[src/rtl/dmem_arbiter_if.sv]
// Requester-side bus of the data memory arbiter: one request/response port.
// The requester drives the master modport; the arbiter takes the slave modport.
interface dmem_arbiter_if #(
  parameter int DATA_WIDTH = 32,
  parameter int ADDR_WIDTH = 9
);
  logic                  req;
  logic                  we;
  logic [ADDR_WIDTH-1:0] addr;
  logic [DATA_WIDTH-1:0] wdata;
  logic                  gnt;
  logic                  rvalid;
  logic [DATA_WIDTH-1:0] rdata;

  modport master (output req, we, addr, wdata, input gnt, rvalid, rdata);
  modport slave  (input req, we, addr, wdata, output gnt, rvalid, rdata);
endinterface

[src/rtl/dmem_arbiter.sv]
// Round-robin arbiter sharing one data memory between the core and a debug/loader
// port; one access in flight at a time, read data returned after MEM_LATENCY cycles.
module dmem_arbiter #(
  parameter int DATA_WIDTH  = 32,
  parameter int ADDR_WIDTH  = 9,
  parameter int MEM_LATENCY = 1
) (
  input  logic                  clk,
  input  logic                  rst,
  dmem_arbiter_if.slave         core,
  dmem_arbiter_if.slave         dbg,
  output logic                  mem_re,
  output logic                  mem_we,
  output logic [ADDR_WIDTH-1:0] mem_addr,
  output logic [DATA_WIDTH-1:0] mem_wdata,
  input  logic [DATA_WIDTH-1:0] mem_rdata,
  output logic                  busy
);

  typedef enum logic [1:0] {IDLE, ISSUE, WAIT, RESP} state_t;

  localparam logic       OWN_CORE = 1'b0;
  localparam logic       OWN_DBG  = 1'b1;
  localparam logic [3:0] LAT      = 4'(MEM_LATENCY);

  state_t                state_reg, state_next;
  logic                  owner_reg, owner_next;
  logic                  last_owner_reg, last_owner_next;
  logic                  we_reg, we_next;
  logic [ADDR_WIDTH-1:0] addr_reg, addr_next;
  logic [DATA_WIDTH-1:0] wdata_reg, wdata_next;
  logic [3:0]            cnt_reg, cnt_next;
  logic [DATA_WIDTH-1:0] core_rdata_reg, core_rdata_next;
  logic [DATA_WIDTH-1:0] dbg_rdata_reg, dbg_rdata_next;
  logic                  pick;

  always_ff @(posedge clk or negedge rst) begin
    if (!rst) begin
      state_reg      <= IDLE;
      owner_reg      <= OWN_CORE;
      last_owner_reg <= OWN_DBG;
      we_reg         <= 1'b0;
      addr_reg       <= '0;
      wdata_reg      <= '0;
      cnt_reg        <= '0;
      core_rdata_reg <= '0;
      dbg_rdata_reg  <= '0;
    end else begin
      state_reg      <= state_next;
      owner_reg      <= owner_next;
      last_owner_reg <= last_owner_next;
      we_reg         <= we_next;
      addr_reg       <= addr_next;
      wdata_reg      <= wdata_next;
      cnt_reg        <= cnt_next;
      core_rdata_reg <= core_rdata_next;
      dbg_rdata_reg  <= dbg_rdata_next;
    end
  end

  always_comb begin
    state_next      = state_reg;
    owner_next      = owner_reg;
    last_owner_next = last_owner_reg;
    we_next         = we_reg;
    addr_next       = addr_reg;
    wdata_next      = wdata_reg;
    cnt_next        = cnt_reg;
    core_rdata_next = core_rdata_reg;
    dbg_rdata_next  = dbg_rdata_reg;
    // On a tie the port that did not own the previous access wins.
    if (core.req && dbg.req) pick = (last_owner_reg == OWN_DBG) ? OWN_CORE : OWN_DBG;
    else                     pick = core.req ? OWN_CORE : OWN_DBG;

    case (state_reg)
      IDLE: begin
        if (core.req || dbg.req) begin
          owner_next = pick;
          we_next    = (pick == OWN_DBG) ? dbg.we    : core.we;
          addr_next  = (pick == OWN_DBG) ? dbg.addr  : core.addr;
          wdata_next = (pick == OWN_DBG) ? dbg.wdata : core.wdata;
          state_next = ISSUE;
        end
      end
      ISSUE: begin
        last_owner_next = owner_reg;
        if (we_reg) begin
          state_next = IDLE;
        end else begin
          cnt_next   = LAT;
          state_next = WAIT;
        end
      end
      WAIT: begin
        cnt_next = cnt_reg - 4'd1;
        // Capture straight into the owner's response register so the other port's rdata holds.
        if (cnt_reg == 4'd1) begin
          if (owner_reg == OWN_DBG) dbg_rdata_next  = mem_rdata;
          else                      core_rdata_next = mem_rdata;
          state_next = RESP;
        end
      end
      RESP: begin
        state_next = IDLE;
      end
      default: begin
        state_next = IDLE;
      end
    endcase
  end

  assign mem_we      = (state_reg == ISSUE) &&  we_reg;
  assign mem_re      = (state_reg == ISSUE) && !we_reg;
  assign mem_addr    = addr_reg;
  assign mem_wdata   = wdata_reg;
  assign busy        = (state_reg != IDLE);
  assign core.gnt    = (state_reg == ISSUE) && (owner_reg == OWN_CORE);
  assign dbg.gnt     = (state_reg == ISSUE) && (owner_reg == OWN_DBG);
  assign core.rvalid = (state_reg == RESP)  && (owner_reg == OWN_CORE);
  assign dbg.rvalid  = (state_reg == RESP)  && (owner_reg == OWN_DBG);
  assign core.rdata  = core_rdata_reg;
  assign dbg.rdata   = dbg_rdata_reg;

  a_latency_range: assert property (@(posedge clk) disable iff (!rst)
    (MEM_LATENCY >= 1 && MEM_LATENCY <= 15))
    else $error("dmem_arbiter: MEM_LATENCY=%0d outside 1..15", MEM_LATENCY);

endmodule

[src/flat_wrapper.sv]
// flat-port wrapper written by rule: the top's interface ports become plain ports
module dmem_arbiter_flat 
#(
  parameter int DATA_WIDTH  = 32,
  parameter int ADDR_WIDTH  = 9,
  parameter int MEM_LATENCY = 1
)
  (clk, rst, mem_re, mem_we, mem_addr, mem_wdata, mem_rdata, busy, core_req, core_we, core_addr, core_wdata, core_gnt, core_rvalid, core_rdata, dbg_req, dbg_we, dbg_addr, dbg_wdata, dbg_gnt, dbg_rvalid, dbg_rdata);
  dmem_arbiter_if #(.DATA_WIDTH(DATA_WIDTH), .ADDR_WIDTH(ADDR_WIDTH)) core_i ();
  dmem_arbiter_if #(.DATA_WIDTH(DATA_WIDTH), .ADDR_WIDTH(ADDR_WIDTH)) dbg_i ();
  input  logic clk;
  input  logic rst;
  output logic mem_re;
  output logic mem_we;
  output logic [ADDR_WIDTH-1:0] mem_addr;
  output logic [DATA_WIDTH-1:0] mem_wdata;
  input  logic [DATA_WIDTH-1:0] mem_rdata;
  output logic busy;
  input wire logic [$bits(core_i.req)-1:0] core_req;
  input wire logic [$bits(core_i.we)-1:0] core_we;
  input wire logic [$bits(core_i.addr)-1:0] core_addr;
  input wire logic [$bits(core_i.wdata)-1:0] core_wdata;
  output wire logic [$bits(core_i.gnt)-1:0] core_gnt;
  output wire logic [$bits(core_i.rvalid)-1:0] core_rvalid;
  output wire logic [$bits(core_i.rdata)-1:0] core_rdata;
  input wire logic [$bits(dbg_i.req)-1:0] dbg_req;
  input wire logic [$bits(dbg_i.we)-1:0] dbg_we;
  input wire logic [$bits(dbg_i.addr)-1:0] dbg_addr;
  input wire logic [$bits(dbg_i.wdata)-1:0] dbg_wdata;
  output wire logic [$bits(dbg_i.gnt)-1:0] dbg_gnt;
  output wire logic [$bits(dbg_i.rvalid)-1:0] dbg_rvalid;
  output wire logic [$bits(dbg_i.rdata)-1:0] dbg_rdata;
  assign core_i.req = core_req;
  assign core_i.we = core_we;
  assign core_i.addr = core_addr;
  assign core_i.wdata = core_wdata;
  assign core_gnt = core_i.gnt;
  assign core_rvalid = core_i.rvalid;
  assign core_rdata = core_i.rdata;
  assign dbg_i.req = dbg_req;
  assign dbg_i.we = dbg_we;
  assign dbg_i.addr = dbg_addr;
  assign dbg_i.wdata = dbg_wdata;
  assign dbg_gnt = dbg_i.gnt;
  assign dbg_rvalid = dbg_i.rvalid;
  assign dbg_rdata = dbg_i.rdata;
  dmem_arbiter #(.DATA_WIDTH(DATA_WIDTH), .ADDR_WIDTH(ADDR_WIDTH), .MEM_LATENCY(MEM_LATENCY)) u_core (.clk(clk), .rst(rst), .core(core_i), .dbg(dbg_i), .mem_re(mem_re), .mem_we(mem_we), .mem_addr(mem_addr), .mem_wdata(mem_wdata), .mem_rdata(mem_rdata), .busy(busy));
endmodule
[config.mk]
export PLATFORM = sky130hd
export DESIGN_NAME = dmem_arbiter_flat
export DESIGN_NICKNAME = d
export VERILOG_FILES = /design/src/rtl/dmem_arbiter_if.sv /design/src/rtl/dmem_arbiter.sv /design/src/flat_wrapper.sv
export SDC_FILE = /design/constraint.sdc
export NUM_CORES = 1
export LEC_CHECK = 0
export BUFFER_PORTS_ARGS = -buffer_cell sky130_fd_sc_hd__buf_2
export CAP_MARGIN = 20
export CORE_MARGIN = 2
export CORE_UTILIZATION = 47
export CTS_CLUSTER_SIZE = 10
export DETAILED_ROUTE_END_ITERATION = 16
export MAX_ROUTING_LAYER = met4
export PLACE_DENSITY = 0.8
export SETUP_SLACK_MARGIN = 0.05
export SYNTH_ARGS = -nofsm -noshare
export SYNTH_HDL_FRONTEND = slang
export SYNTH_SLANG_ARGS = --single-unit
[constraint.sdc]
create_clock -name clk -period 2 [get_ports clk]
set_input_delay 0.1 -clock clk [delete_from_list [all_inputs] [get_ports clk]]
set_output_delay 0.1 -clock clk [all_outputs]
set_load 0.005 [all_outputs]
Word-level counts from Yosys, hierarchy flattened

Cells that the tools add are included.
Widths: inputs -> output; s select.

Equality and inequality tests: 7
Add/sub/neg operators: 1
Muxes and demuxes: 12
Bitwise operators: 1
Reductions and logical operators: 17

Operators by type and width:

| operator            | number |
|---|---|
| $mux 32             | 1 |
| $mux 9              | 1 |
| $pmux 2 s4          | 1 |
| $pmux 4 s2          | 1 |
| $logic_and 1x1->1   | 7 |
| $mux 2              | 3 |
| $reduce_and 2->1    | 3 |
| $reduce_and 3->1    | 2 |
| $eq 2x2->1 const B  | 2 |
| $eq 4x1->1 const B  | 1 |
| $mux 1              | 4 |
| $mux 4              | 1 |
| $ne 2x1->1 const B  | 2 |
| $reduce_bool 2->1   | 2 |
| $sub 4x1->4 const B | 1 |
| $eq 2x1->1 const B  | 1 |
| $logic_not 2->1     | 1 |
| $ne 2x2->1 const B  | 1 |
| $logic_not 1->1     | 1 |
| $logic_or 1x1->1    | 1 |
| $not 1->1           | 1 |

Bits of input ports: 120
Register bits after elaboration: 114
Word-level logic and storage cells: 47
Output and inout port bits: 112

Depth between registers and ports, before layout

Gate-level depths: netlist of run 1.

Word-level depth: 3
Gate-level depth with buffers: 7
Depth with buffers taken out: 4

Least setup slack after synthesis of run 1

No wires, ideal clock.

Path type: reg2reg
From: reg u_core.state_reg[0]
To: reg u_core.dbg_rdata_reg[10], in the netlist u_core.dbg.rdata[10]
Path buffers: 4
Clock period less this slack: 1,616 ps
Setup slack: 384 ps
Setup time: 125 ps
Data arrival time: 1,491 ps
Required time: 1,875 ps
Cell stages (with the launch flop): 8
Cell sequence: dfrtp_1 -> buf_4 -> nor2b_4 -> buf_6 -> and4_4 -> buf_6 -> buf_12 -> mux2_4

Cells in the longest elaborated chain, start to end: 2

Ends and longest elaborated chain:

| item                              | RTL line           | RTL |
|---|---|---|
| start: declaration                | dmem_arbiter.sv:26 | `state_t state_reg, state_next;` |
| start signal: assignment          | dmem_arbiter.sv:49 | `state_reg <= state_next;` |
| $eq 2x2->1                        | dmem_arbiter.sv:75 | `case (state_reg)` |
| $reduce_and 3->1 (no source line) | n/a                |  |
| end signal: assignment            | dmem_arbiter.sv:57 | `dbg_rdata_reg <= dbg_rdata_next;` |
| end: declaration                  | dmem_arbiter.sv:34 | `logic [DATA_WIDTH-1:0] dbg_rdata_reg, dbg_rdata_next;` |

Every way passes these cells.
A chain may end at the register's enable or synchronous reset.

Worst setup path after layout of run 1

From: reg u_core.state_reg[0]
To: reg u_core.wdata_reg[6], in the netlist u_core.mem_wdata[6]

Cells in the longest elaborated chain, start to end: 2

Ends and longest elaborated chain:

| item                              | RTL line           | RTL |
|---|---|---|
| $logic_not 2->1                   | dmem_arbiter.sv:75 |  |
| $reduce_and 2->1 (no source line) | n/a                |  |
| end signal: assignment            | dmem_arbiter.sv:54 | `wdata_reg <= wdata_next;` |
| end: declaration                  | dmem_arbiter.sv:31 | `logic [DATA_WIDTH-1:0] wdata_reg, wdata_next;` |

Every way passes these cells.

==> results of run 1 <==
[stage by stage]
stage                     util [%]  hold slack (ps)  cells
after global placement        59.7             29.5    775
after floorplan                  -             -196    429
after CTS                     76.0             58.8    924
final                         76.7             53.6    927
after global routing          76.7             85.2    927
after detailed placement      59.7             35.0    775
[repair_timing]
item / 4_1_cts / 5_1_grt
hold endpoints to repair: 220 / 0
hold buffers: 117 / 0
endpoints found under the setup margin: 0 / 1
resized for setup: 0 / 7
[cells in the final DEF (no fill, tap or decap), types with 18 or more instances in the layout]
| master | n |
|---|---|
| a31oi_1 | 42 |
| a21oi_1 | 47 |
| dlygate4sd3_1 | 117 |
| nand3_1 | 42 |
| dfrtp_1 | 113 |
| clkbuf_16 | 18 |
| o21ai_0 | 43 |
| buf_2 | 230 |
| mux2_4 | 30 |
| mux2_2 | 27 |
[critical path: cells and delay by family (launching register included)]
kind	cells	cell delay (ps)
AO/OA/AOI/OAI	1	90
AND/OR/NAND/NOR	2	330
flip-flops	1	400
buffers and inverters	3	930
[cells by family (layout without fill, tap and decap cells)]
family / after synthesis / in the layout / share of synthesized area, %
compound gates: 138 / 138 / 15.0
fa+ha+maj: 2 / 2 / 0.490
mux: 64 / 64 / 16.3
other cells: 0 / 1 / 0
flops: 114 / 114 / 55.9
xor+xnor: 1 / 1 / 0.172
buf+inv: 47 / 404 / 5.17
simple gates: 63 / 63 / 6.96
[power by group]
| group | switching, mW | internal [mW] | total, mW |
|---|---|---|---|
| clock | 1.12 | 1.82 | 2.93 |
| sequential | 0.776 | 3.49 | 4.27 |
| combinational | 2.32 | 2.53 | 4.85 |
[per-layer routing]
layer / vias to the layer above / share of wire, % / wire length [µm]
li1: 2262 / - / -
met1: 2517 / 38 / 7070
met2: 433 / 47 / 8730
met3: 73 / 11 / 2080
met4: 0 / 3.9 / 722
met5: - / 0 / 0
[how the worst max path moves through the flow]
stage / startpoint / endpoint / depth (start not counted)
after floorplan: u_core.state_reg[0]$_DFFE_PN0P_ / u_core.dbg.rdata[10]$_DFFE_PN0P_ / 7
after global placement: u_core.cnt_reg[1]$_DFFE_PN0P_ / u_core.dbg.rdata[0]$_DFFE_PN0P_ / 5
after detailed placement: u_core.cnt_reg[1]$_DFFE_PN0P_ / u_core.dbg.rdata[0]$_DFFE_PN0P_ / 5
after CTS: u_core.last_owner_reg$_DFFE_PN1N_ / u_core.mem_wdata[6]$_DFFE_PN0P_ / 5
after global routing: u_core.last_owner_reg$_DFFE_PN1N_ / u_core.mem_wdata[6]$_DFFE_PN0P_ / 5
final: u_core.state_reg[0]$_DFFE_PN0P_ / u_core.mem_wdata[6]$_DFFE_PN0P_ / 6
[layout make-up]
cell class	count	area [µm²]	share of cell area [%]
diodes	1	2.50	0.0305
multi-input cells	268	2010	24.4
clock buffers	18	428	5.21
inverters	5	18.8	0.229
repair buffers	367	2570	31.3
clock inverters	14	154	1.87
flip-flops and latches	114	2850	34.8
well taps	140	175	2.13
==> summary.txt, run 1 <==
Global route
  • First-pass GRT wire length: 28.1 mm
  • Met2 Use GR: 48.9%
  • All-Layer GR Usage: 32.4%
  • Grt peak-use layer: met2
  • Antenna violations before repair: 1
  • Largest net degree at the start of global routing: 66
  • GR Layer Usage met3: 8.98%
  • Number of global-route vias before repair: between 5000 and 6000
  • Total gr overflow: 0
  • Global Route met1 Usage: 40.5%

CTS
  • Later-pin clock latency in the skew report: 510 ps
  • TritonCTS clock tree: done
  • Max Buffers Root-to-Sink: 2
  • Post-CTS setup buffers: 0
  • Worst-path clk slew: roughly 60 ps
  • H-tree depth: 4
  • Root Buffer: clkbuf_8
  • CTS buffer count: 17
  • Clk sinks: ~110

Routing
  • Final WL: 18.6 mm
  • Via/cell ratio: 5.70
  • Antenna-violating nets left: 0
  • Wire length per cell: 20.1 µm
  • Via count: 5285
  • Drt drc: 0
  • Pre-antenna DRT Iters: 6
  • Iteration-0 DRC Markers: 501

Setup path
  • Critical path startpoint category: flop
  • Critical path arrival: 2270 ps
  • CP cell instances: buf_4, nor2_4, and2_2, buf_12, a31oi_1, dlygate4sd3_1
  • Reg2Reg Launch Point: u_core.state_reg[0]$_DFFE_PN0P_
  • Worst R2R Setup Slack: 130 ps
  • Crit path largest cell delay: 570 ps
  • CP Class: reg -> reg
  • CP Max Fanout: 22
  • Reg2reg end: u_core.mem_wdata[6]$_DFFE_PN0P_
  • CP endpoint kind: flop
  • FF-to-FF path depth: 6
  • CP required: 2400 ps
  • CP max stage cell: dlygate4sd3_1

Hold path
  • Hold WC Path Type: in -> async

Synthesis
  • Synth area leader: dfrtp_1
  • Seq cells post-synth: around 110
  • Ys async rst share: 100%
  • Seq/Total Area, Yosys: 55.9%
  • Mapped Nets: 551
  • Commonest cells in the netlist: dfrtp_1, a21oi_1, o21ai_0
  • Synth area leaders: dfrtp_1, mux2_4, mux2_2
  • Number of synthesized flops with an enable pin: 0
  • Ys flop type: dfrtp_1
  • Avg Cell Area, Syn: 11.9 µm²
  • Synth cell types: 34
  • Cell with the most instances after synthesis: dfrtp_1
  • Synth warn: 0
  • Cells after synthesis: 429
  • Post-synth top area share: 55.4%
  • Cell Area, Synth: 5110 µm²

Timing
  • Count of final setup violators: 0
  • Setup TNS: 0 ps
  • Worst-margin pin slew: 461 ps
  • Final worst path period need: roughly 1900 ps
  • Post-route setup slack: 129 ps
  • Max frequency: 534 MHz
  • Rel. slew slack: around 70%
  • Pins Over Slew Limit: 0
  • Clock Skew: 7.38 ps
  • RSZ-0062 raised after global routing: false
  • Final hold vios: 0
  • Final Cycle Share: 93.6%

Layout
  • Cell area after layout: 8210 µm²
  • Filler cell count: 583
  • Area growth, synth to finish: 60.8%
  • Share of cells above drive strength 1: 44.4%
  • Final #Nets: 895

Power
  • Peak supply drop: between 0.0008 and 0.0009 V
  • P per Cell Area: 1470 nW/µm²
  • Final Power: 12.1 mW
  • Lkg Pwr: ~3.9 nW

Job
  • Max Cap Violations: 0

Die
  • Die width: 108 µm
  • IO Pins: 232
  • Die area: 11700 µm²
  • Core Footprint: 10700 µm²
  • Die Height: 108 µm
  • Number of rows created at floorplan: 38
  • Initial Util: 47.7%

Place
  • Detail Placement HPWL: 9.81 mm
  • Port bufs: 231
  • Placed cell area: 6380 µm²
  • Gpl congestion: 0.793
  • Placement Setup Slack: about 200 ps

Run status
  • Status: finished clean
No activity file was read; power rests on OpenSTA's default activity.
==> inputs of run 2 (changes only) <==
==> constraint.sdc (replaced) <==
create_clock -name clk -period 2.1 [get_ports clk]
set_input_delay 0.105 -clock clk [delete_from_list [all_inputs] [get_ports clk]]
set_output_delay 0.105 -clock clk [all_outputs]
set_load 0.005 [all_outputs]
==> run 2 against run 1 <==
Against the previous run:
- register-to-register slack barely moved
- die area did not move
- global-route usage fell by 0.85 points
- final cell count fell by 0.97%
- count of clock-buffer cells in the layout fell by 1
- hold slack improved by 35 ps
- first-iteration DRC count rose by 10%
- utilization rose by 0.094 points
- critical endpoint is now u_core.dbg.rdata[0]$_DFFE_PN0P_
==> summary.txt, run 2 (synthesis gave the netlist of run 1 again) <==
Run status
  • Status: finished clean

CTS
  • Root Buffer: clkbuf_8
  • Max Buffers Root-to-Sink: 2
  • Later-pin clock latency in the skew report: 500 ps
  • TritonCTS clock tree: done
  • Worst-path clk slew: 60 ps
  • H-tree depth: 4
  • Clk sinks: approximately 110
  • CTS buffer count: 17

Power
  • Peak supply drop: 0.000750 V
  • Final Power: around 12 mW
  • Lkg Pwr: 3.87 nW
  • P per Cell Area: 1450 nW/µm²

Place
  • Port bufs: 231
  • Gpl congestion: 0.801
  • Detail Placement HPWL: 9.44 mm

Die
  • Core Footprint: 10700 µm²
  • Number of rows created at floorplan: 38
  • Initial Util: 47.7%
  • Die width: about 110 µm
  • Die area: about 12000 µm²
  • Die Height: 108 µm
  • IO Pins: 232

Routing
  • Via count: approximately 5300
  • Wire length per cell: 20.4 µm
  • Drt drc: 0
  • Pre-antenna DRT Iters: 8
  • Iteration-0 DRC Markers: between 500 and 600
  • Via/cell ratio: 5.82
  • Final WL: about 19 mm
  • Antenna-violating nets left: 0

Setup path
  • Critical path startpoint category: flop
  • Worst R2R Setup Slack: ~120 ps
  • CP required: 2480 ps
  • CP Class: reg -> reg
  • Reg2reg end: u_core.dbg.rdata[0]$_DFFE_PN0P_
  • CP Max Fanout: 32
  • Critical path arrival: 2360 ps
  • CP endpoint kind: flop
  • FF-to-FF path depth: 4

Global route
  • Global Route met1 Usage: around two fifths
  • GR Layer Usage met3: around 8.3%
  • First-pass GRT wire length: 27.6 mm
  • Met2 Use GR: 48.8%
  • Largest net degree at the start of global routing: 66
  • Total gr overflow: 0
  • Grt peak-use layer: met2
  • Antenna violations before repair: 0
  • All-Layer GR Usage: between 30% and 40%
  • Number of global-route vias before repair: 5344

Layout
  • Most frequent cells in the layout: buf_2, dlygate4sd3_1, dfrtp_1, a21oi_1, o21ai_0
  • Share of cells above drive strength 1: around 44%
  • Area growth, synth to finish: 61.0%
  • Final #Nets: roughly 890
  • Final core occ: between 70% and 80%
  • Antenna diodes: 0
  • Filler cell count: 567
  • Most common cell after layout, fill and taps aside: buf_2

Timing
  • Final worst path period need: between 1500 and 2000 ps
  • Clock Skew: 8.08 ps
  • Rel. slew slack: 63.0%
  • Setup TNS: 0 ps
  • RSZ-0062 raised after global routing: true
  • Pins Over Slew Limit: 0
  • Final Cycle Share: 94.2%
  • Max frequency: 505 MHz
  • Count of final setup violators: 0
  • Worst-margin pin slew: 553 ps
  • Final hold vios: 0

Job
  • Max Cap Violations: 0

Hold path
  • Hold WC Path Type: in -> async
==> run 2: per-stage QoR <==
| step | hold slack [ps] | cell area, µm² | instances | setup WS [ps] |
|---|---|---|---|---|
| finish | 88.2 | 8220 | 918 | 122 |
| floorplan | -191 | 5110 | 429 | 484 |
| global placement | 17.2 | 6320 | 767 | 162 |
| detailed placement | 26.5 | 6320 | 767 | 93.2 |
| CTS | 54.3 | 8160 | 916 | 51.5 |
| global route | 104 | 8220 | 918 | 41.1 |
==> run 2: layer usage <==
layer / wire length [µm] / part of all wire (%)
met5: 0 / 0
met2: 8910 / 48
met1: 7060 / 38
met3: 2060 / 11
met4: 724 / 3.9
==> run 2: timing repair <==
action                                  4_1_cts  5_1_grt
hold endpoints to repair                    220        0
hold buffers                                117        0
endpoints found under the setup margin        0       38
setup buffers                                 0        0
resized for setup                             0        3
==> run 2: area by class of cell <==
| type | count | area [µm²] | share of cell area (%) |
|---|---|---|---|
| inverters | 5 | 18.8 | 0.228 |
| repair buffers | 358 | 2480 | 30.2 |
| flip-flops and latches | 114 | 2850 | 34.7 |
| clock inverters | 15 | 255 | 3.11 |
| well taps | 140 | 175 | 2.13 |
| multi-input cells | 269 | 2020 | 24.6 |
| clock buffers | 17 | 414 | 5.04 |
==> run 2: worst max-delay path by stage <==
stage	start	to	cells past startpoint
finish	flop	u_core.dbg.rdata[0]$_DFFE_PN0P_	4
global route	u_core.cnt_reg[2]$_DFFE_PN0P_	u_core.dbg.rdata[0]$_DFFE_PN0P_	4
CTS	flop	u_core.core.rdata[0]$_DFFE_PN0P_	3
detailed placement	flop	u_core.core.rdata[0]$_DFFE_PN0P_	3
global placement	flop	u_core.core.rdata[0]$_DFFE_PN0P_	3
floorplan	u_core.state_reg[0]$_DFFE_PN0P_	u_core.dbg.rdata[10]$_DFFE_PN0P_	7
==> run 2: worst max-delay path, stage by stage, from the launching register on <==
cell and delay, ps:
dfrtp_1 520, nor2b_4 410, and4_4 290, buf_12 260, mux2_2 370
==> run 2: report_power, final <==
part,leakage (nW),total (mW),switching (mW),internal (mW)
Combinational,2.22,4.56,2.18,2.37
Sequential,1.33,4.10,0.776,3.32
Clock,0.327,3.25,1.07,2.18
